### config.mk
export PLATFORM = sky130hd
export DESIGN_NAME = mem_access_stage
export DESIGN_NICKNAME = d
export VERILOG_FILES = /design/src/rtl/mem_access_stage_pkg.sv /design/src/rtl/mem_lane_align.sv /design/src/rtl/mem_access_stage.sv
export SDC_FILE = /design/constraint.sdc
export NUM_CORES = 1
export LEC_CHECK = 0
export BUFFER_PORTS_ARGS = -buffer_cell sky130_fd_sc_hd__buf_2
export CORE_AREA = 2 2 210 212
export CTS_CLUSTER_DIAMETER = 200
export DETAILED_ROUTE_END_ITERATION = 8
export DIE_AREA = 0 0 212 214
export GPL_TIMING_DRIVEN = 0
export PLACE_DENSITY = 0.61
export SYNTH_ARGS = -nofsm -noshare
export SYNTH_HDL_FRONTEND = slang
export SYNTH_SLANG_ARGS = --single-unit
### constraint.sdc
create_clock -name i_clk -period 9.6 [get_ports i_clk]
set_input_delay 0.48 -clock i_clk [delete_from_list [all_inputs] [get_ports i_clk]]
set_output_delay 0.48 -clock i_clk [all_outputs]
set_load 0.05 [all_outputs]
### src/rtl/mem_access_stage_pkg.sv
// rtl/mem_access_stage_pkg.sv - shared codes, state encoding and helpers for the memory-access stage
package mem_access_stage_pkg;

    localparam logic [1:0] MEM_SIZE_B = 2'b00;
    localparam logic [1:0] MEM_SIZE_H = 2'b01;
    localparam logic [1:0] MEM_SIZE_W = 2'b10;
    localparam logic [1:0] MEM_SIZE_D = 2'b11;

    localparam logic [1:0] BR_CBZ  = 2'b00;
    localparam logic [1:0] BR_CBNZ = 2'b01;
    localparam logic [1:0] BR_COND = 2'b10;

    localparam logic [3:0] COND_EQ = 4'h0;
    localparam logic [3:0] COND_NE = 4'h1;
    localparam logic [3:0] COND_CS = 4'h2;
    localparam logic [3:0] COND_CC = 4'h3;
    localparam logic [3:0] COND_MI = 4'h4;
    localparam logic [3:0] COND_PL = 4'h5;
    localparam logic [3:0] COND_VS = 4'h6;
    localparam logic [3:0] COND_VC = 4'h7;
    localparam logic [3:0] COND_HI = 4'h8;
    localparam logic [3:0] COND_LS = 4'h9;
    localparam logic [3:0] COND_GE = 4'hA;
    localparam logic [3:0] COND_LT = 4'hB;
    localparam logic [3:0] COND_GT = 4'hC;
    localparam logic [3:0] COND_LE = 4'hD;
    localparam logic [3:0] COND_AL = 4'hE;
    localparam logic [3:0] COND_NV = 4'hF;

    typedef enum logic [1:0] {
        MS_IDLE = 2'b00,
        MS_BUSY = 2'b01,
        MS_DONE = 2'b10
    } ms_state_t;

    // Byte-lane mask for an access of the given size, before positioning.
    function automatic logic [7:0] size_mask(input logic [1:0] size);
        case (size)
            MEM_SIZE_B: size_mask = 8'h01;
            MEM_SIZE_H: size_mask = 8'h03;
            MEM_SIZE_W: size_mask = 8'h0F;
            default:    size_mask = 8'hFF;
        endcase
    endfunction

    // Natural alignment: the low address bits below the access size must be zero.
    function automatic logic is_misaligned(input logic [1:0] size, input logic [2:0] lo);
        case (size)
            MEM_SIZE_H: is_misaligned = lo[0];
            MEM_SIZE_W: is_misaligned = |lo[1:0];
            MEM_SIZE_D: is_misaligned = |lo;
            default:    is_misaligned = 1'b0;
        endcase
    endfunction

endpackage

### src/rtl/mem_lane_align.sv
// rtl/mem_lane_align.sv - little-endian byte-enable, store shift and load extract
module mem_lane_align
    import mem_access_stage_pkg::*;
#(
    parameter int WORD = 64
) (
    input  logic [2:0]      i_addr_lo,
    input  logic [1:0]      i_size,
    input  logic [WORD-1:0] i_store_data,
    input  logic [WORD-1:0] i_mem_rdata,
    output logic [7:0]      o_be,
    output logic [WORD-1:0] o_wdata,
    output logic [WORD-1:0] o_rdata
);

    logic [5:0]      w_sh;
    logic [WORD-1:0] w_rd_shifted;

    assign w_sh         = {i_addr_lo, 3'b000};
    assign o_be         = size_mask(i_size) << i_addr_lo;
    assign o_wdata      = i_store_data << w_sh;
    assign w_rd_shifted = i_mem_rdata >> w_sh;

    // Keep only the bytes of the access and zero-extend to the full width.
    always_comb begin
        o_rdata = '0;
        case (i_size)
            MEM_SIZE_B: o_rdata[7:0]  = w_rd_shifted[7:0];
            MEM_SIZE_H: o_rdata[15:0] = w_rd_shifted[15:0];
            MEM_SIZE_W: o_rdata[31:0] = w_rd_shifted[31:0];
            default:    o_rdata       = w_rd_shifted;
        endcase
    end

endmodule

### src/rtl/mem_access_stage.sv
// rtl/mem_access_stage.sv - LEGv8 memory-access stage: bus transaction FSM, timeout and branch resolve
module mem_access_stage
    import mem_access_stage_pkg::*;
#(
    parameter int WORD    = 64,
    parameter int TIMEOUT = 16
) (
    input  logic            i_clk,
    input  logic            i_reset,
    input  logic [WORD-1:0] i_alu_result,
    input  logic [WORD-1:0] i_write_data,
    input  logic [WORD-1:0] i_branch_alu_result,
    input  logic            i_mem_read,
    input  logic            i_mem_write,
    input  logic [1:0]      i_mem_size,
    input  logic            i_branch,
    input  logic            i_uncond_branch,
    input  logic [1:0]      i_branch_type,
    input  logic [3:0]      i_cond,
    input  logic            i_zero,
    input  logic            i_negative,
    input  logic            i_overflow,
    input  logic            i_carry,
    input  logic [WORD-1:0] i_dmem_rdata,
    input  logic            i_dmem_ack,
    output logic            o_dmem_req,
    output logic            o_dmem_we,
    output logic [WORD-1:0] o_dmem_addr,
    output logic [WORD-1:0] o_dmem_wdata,
    output logic [7:0]      o_dmem_be,
    output logic [WORD-1:0] o_read_data,
    output logic            o_stall,
    output logic            o_fault,
    output logic            o_pc_src,
    output logic [WORD-1:0] o_branch_target
);

    localparam int CW = $clog2(TIMEOUT + 1);
    localparam logic [CW-1:0] LAST_CNT = CW'(TIMEOUT - 1);

    ms_state_t       r_state;
    logic [CW-1:0]   r_cnt;
    logic            r_fault;
    logic [WORD-1:0] r_read_data;

    logic            w_access;
    logic            w_misaligned;
    logic [7:0]      w_be;
    logic [WORD-1:0] w_wdata;
    logic [WORD-1:0] w_rdata;
    logic            w_taken;
    logic            w_cond_true;

    assign w_access     = i_mem_read | i_mem_write;
    assign w_misaligned = is_misaligned(i_mem_size, i_alu_result[2:0]);

    mem_lane_align #(.WORD(WORD)) u_align (
        .i_addr_lo    (i_alu_result[2:0]),
        .i_size       (i_mem_size),
        .i_store_data (i_write_data),
        .i_mem_rdata  (i_dmem_rdata),
        .o_be         (w_be),
        .o_wdata      (w_wdata),
        .o_rdata      (w_rdata)
    );

    // Transaction FSM: launch in IDLE, wait for ack or timeout in BUSY, present the result in DONE.
    always_ff @(posedge i_clk or posedge i_reset) begin
        if (i_reset) begin
            r_state      <= MS_IDLE;
            r_cnt        <= '0;
            r_fault      <= 1'b0;
            r_read_data  <= '0;
            o_dmem_req   <= 1'b0;
            o_dmem_we    <= 1'b0;
            o_dmem_addr  <= '0;
            o_dmem_wdata <= '0;
            o_dmem_be    <= '0;
        end else begin
            case (r_state)
                MS_IDLE: begin
                    if (w_access && !w_misaligned) begin
                        r_state      <= MS_BUSY;
                        r_cnt        <= '0;
                        o_dmem_req   <= 1'b1;
                        o_dmem_we    <= i_mem_write;
                        o_dmem_addr  <= {i_alu_result[WORD-1:3], 3'b000};
                        o_dmem_wdata <= w_wdata;
                        o_dmem_be    <= w_be;
                    end
                end
                MS_BUSY: begin
                    r_cnt <= r_cnt + 1'b1;
                    if (i_dmem_ack) begin
                        o_dmem_req  <= 1'b0;
                        r_read_data <= o_dmem_we ? '0 : w_rdata;
                        r_state     <= MS_DONE;
                    end else if (r_cnt == LAST_CNT) begin
                        o_dmem_req  <= 1'b0;
                        r_read_data <= '0;
                        r_fault     <= 1'b1;
                        r_state     <= MS_DONE;
                    end
                end
                default: begin
                    r_fault <= 1'b0;
                    r_state <= MS_IDLE;
                end
            endcase
        end
    end

    // Stall from the moment an aligned access appears until the cycle the result is presented.
    always_comb begin
        o_stall = 1'b0;
        case (r_state)
            MS_IDLE: o_stall = w_access & ~w_misaligned;
            MS_BUSY: o_stall = 1'b1;
            default: o_stall = 1'b0;
        endcase
        if (i_reset) o_stall = 1'b0;
    end

    assign o_fault     = ~i_reset & (r_fault | ((r_state == MS_IDLE) & w_access & w_misaligned));
    assign o_read_data = r_read_data;

    // AArch64 condition evaluation on the registered flags; NV behaves as AL.
    always_comb begin
        w_cond_true = 1'b0;
        case (i_cond)
            COND_EQ: w_cond_true = i_zero;
            COND_NE: w_cond_true = ~i_zero;
            COND_CS: w_cond_true = i_carry;
            COND_CC: w_cond_true = ~i_carry;
            COND_MI: w_cond_true = i_negative;
            COND_PL: w_cond_true = ~i_negative;
            COND_VS: w_cond_true = i_overflow;
            COND_VC: w_cond_true = ~i_overflow;
            COND_HI: w_cond_true = i_carry & ~i_zero;
            COND_LS: w_cond_true = ~i_carry | i_zero;
            COND_GE: w_cond_true = (i_negative == i_overflow);
            COND_LT: w_cond_true = (i_negative != i_overflow);
            COND_GT: w_cond_true = ~i_zero & (i_negative == i_overflow);
            COND_LE: w_cond_true = i_zero | (i_negative != i_overflow);
            COND_AL: w_cond_true = 1'b1;
            COND_NV: w_cond_true = 1'b1;
            default: w_cond_true = 1'b0;
        endcase
    end

    // Branch decision by type; the reserved type is never taken.
    always_comb begin
        w_taken = 1'b0;
        case (i_branch_type)
            BR_CBZ:  w_taken = (i_alu_result == '0);
            BR_CBNZ: w_taken = (i_alu_result != '0);
            BR_COND: w_taken = w_cond_true;
            default: w_taken = 1'b0;
        endcase
    end

    assign o_pc_src        = i_uncond_branch | (i_branch & w_taken);
    assign o_branch_target = i_branch_alu_result;

endmodule
==> results.yml <==
synthesis:
  syn_avg_cell_area_um2: 10.1
  ys_ff_latch: 207
  synth_edf_count: 0
  synth_ff_type: "dfrtp_1"
  synthCells: 1160
  ys_types: 58
  synthArstFlopShare_pct: 100
  yosysWarnings: 0
  syn_area_um2: 11800
  seq_area_frac_synth_pct: 44.0
cts:
  clock_latency_ns: 0.56
  clkSlewWorstSetupHoldPaths_ns: 0.06
  clock_path_buffers: 3
  h-tree-depth: 1
  cts_inserted_buffers: 26
  cts_tree: "done"
  post_cts_buffers: 0
  cts_hold_buffers: 1
  clock-root-buffer: "clkbuf_16"
  cts_resized: 0
  cts.sinks: 207
drt:
  drtAntennaViolNets: 0
  vias_per_cell: 5.12
  dr.pass1.iters: 6
  drc: 0
  vias: 11700
  wl_um: 56300
  drtIter0Drc: 940
  post_drt_wl_per_cell_um: 24.7
timing:
  slew_violations: 0
  clock_skew_ns: 0.0252
  worst_slew_pin_slew_ns: 0.981
  finalSetupViolations: 0
  period_minus_slack_ns: 3.52
  maxSlewHeadroom_pct: 34.6
  fin_crit_sh_pct: 36.6
  max_freq_ghz: 0.284
  rsz0062_at_grt: "no"
  final-hold-violation-count: 0
  finalSetupTns_ns: 0
setup_path:
  path_cells: "ha_1 > and3_1 > ha_1 > o21ai_0 > clkbuf_1 > clkbuf_1 > nand2_1 > o21ai_0"
  cp_data_arrival_time_ns: 3.97
  timing_worst_setup_path_type: "reg -> reg"
  crit_buf_inv: 2
  crit_family: "buffers and inverters"
  critical_path_required_ns: 10.06
  critPathMaxFanout: 10
  endpoint_kind: "register"
  startpoint_type: "register"
  critPathMaxStageDelay_ns: 0.80
  critPathSlowestCell: "clkbuf_1"
power:
  max-vdd-ir-drop_mv: 0.215
  power_density_nw_per_um2: 267
  design_power_total_uw: 4220
  leakagePower_uw: 0.00775
die:
  design.core.area_um2: 42900
  io_pins: 544
  die_w_um: 212
  initial_core_util_pct: 27.4
  rows: 76
  die_y_um: 214
  fp.dieArea_um2: 45400
run_status:
  status: "finished, final reports clean"
layout:
  nFillCells: 4435
  finalNetCount: 1942
  synthToLayoutAreaGrowth_pct: 34.2
  drive_gt1_share_pct: 47.1
grt:
  grtUsageTotal_pct: 24.0
  grt_max_degree: 84
  overflow: 0
  antenna_found_initial: 22
  grt_pass1_vias: 11800
  grt_first_pass_wirelength_um: 80000
place:
  port-buffer-count: 472
  hpwlAfterDp_um: 45100
  place.gp.congestion: 0.921
flow_run:
  cap_viol_max_count: 0
hold_path:
  hp-class: "in -> reg"
## placed cells by master (no fill, tap or decap), drive strengths merged, types with 3 or more instances in the layout
cell type  synthesis  layout
nand3              4       4
nor3               7       7
a211oi            25      25
mux4               8       8
mux2i             74      74
nand2            156     156
a21oi             64      64
buf              125     599
o31ai             29      29
a32o               9       9
o211ai             8       8
nand4              6       6
a211o              5       5
o21ai            106     106
o21ba              4       4
o22ai              8       8
clkinvlp           0       3
o22a               8       8
dfrtp            207     207
a22o              16      16
nor2b             13      13
mux2             124     124
clkinv             0       6
inv                6       7
clkbuf            33      67
conb               1       3
o21a              10      10
nor2              59      59
or2                3       3
diode              0       6
nor4              15      15
## metrics by stage
step	util (%)	instance area, um2	setup WS [ns]	instances	hold slack, ns
floorplan	-	11800	3.47	1162	0.449
global placement	34.7	14900	0.675	2219	0.460
detailed placement	34.8	14900	6.29	2221	0.459
CTS	36.8	15800	6.24	2268	0.125
global route	36.8	15800	5.98	2270	0.148
finish	36.8	15800	6.08	2274	0.153
## power breakdown
group / internal (uW) / switching, uW / total, uW
Sequential: 1130 / 157 / 1290
Combinational: 487 / 1460 / 1950
Clock: 570 / 413 / 983
## kinds of logic after synthesis
| kind of cell | synth area share [%] |
|---|---|
| compound gates | 16.6 |
| simple gates | 10.7 |
| flops | 44.0 |
| mux | 19.7 |
| buf+inv | 8.52 |
| fa+ha+maj | 0.213 |
| xor+xnor | 0.149 |
| other cells | 0.0319 |
## per-layer routing
metal | GRT usage, % | wire [um] | vias to the layer above
li1 | - | - | 5114
met1 | 27.2 | 20500 | 5686
met2 | 42.7 | 27900 | 692
met3 | 6.54 | 5310 | 133
met4 | 8.66 | 2410 | 26
met5 | 0 | 178 | -
## sequential cells by signal (all words and copies together), names as in the netlist
register      flops
r_fault           1
o_dmem_addr      61
r_cnt             5
o_dmem_be         8
o_dmem_wdata     64
o_read_data      64
r_state           2
o_dmem_we         1
o_dmem_req        1
## Yosys cell counts, types with 25 or more instances
library cell    n  area share (%)
dfrtp_1       207              44
nand2_1       156             5.0
mux2_2        122              12
buf_4          89             5.7
o21ai_0        88             3.7
mux2i_1        74             6.3
a21oi_1        63             2.7
nor2_1         59             1.9
clkbuf_1       33             1.1
buf_2          30             1.3
o31ai_1        29             1.9
a211oi_1       25             1.6
## final timing paths
| check | from | end | slack [ns] | depth (start not counted) |
|---|---|---|---|---|
| max in group asynchronous | i_reset | o_read_data[20]$_DFFE_PP0P_ | 7.93 | 5 |
| worst max register to register | r_cnt[0]$_DFFE_PP0P_ | o_read_data[8]$_DFFE_PP0P_ | 6.08 | 8 |
| worst max-delay path | r_cnt[0]$_DFFE_PP0P_ | o_read_data[8]$_DFFE_PP0P_ | 6.08 | 8 |
| worst min-delay path | i_dmem_ack | r_state[0]$_DFFE_PP0P_ | 0.15 | 2 |
| min in group asynchronous | i_reset | o_dmem_addr[24]$_DFFE_PP0P_ | 0.50 | 3 |
| worst min register to register | o_read_data[54]$_DFFE_PP0P_ | o_read_data[54]$_DFFE_PP0P_ | 0.47 | 2 |
## layout make-up
cell class	instances	area (um2)	share of cell area [%]
diodes	6	15.0	0.0951
plain buffers	158	980	6.21
clock buffers	34	701	4.44
clock inverters	12	136	0.864
inverters	6	30.0	0.190
multi-input cells	791	5590	35.4
flip-flops and latches	207	5180	32.8
well taps	585	732	4.64
repair buffers	475	2430	15.4
Note: power is estimated with default switching activity, not from simulation.
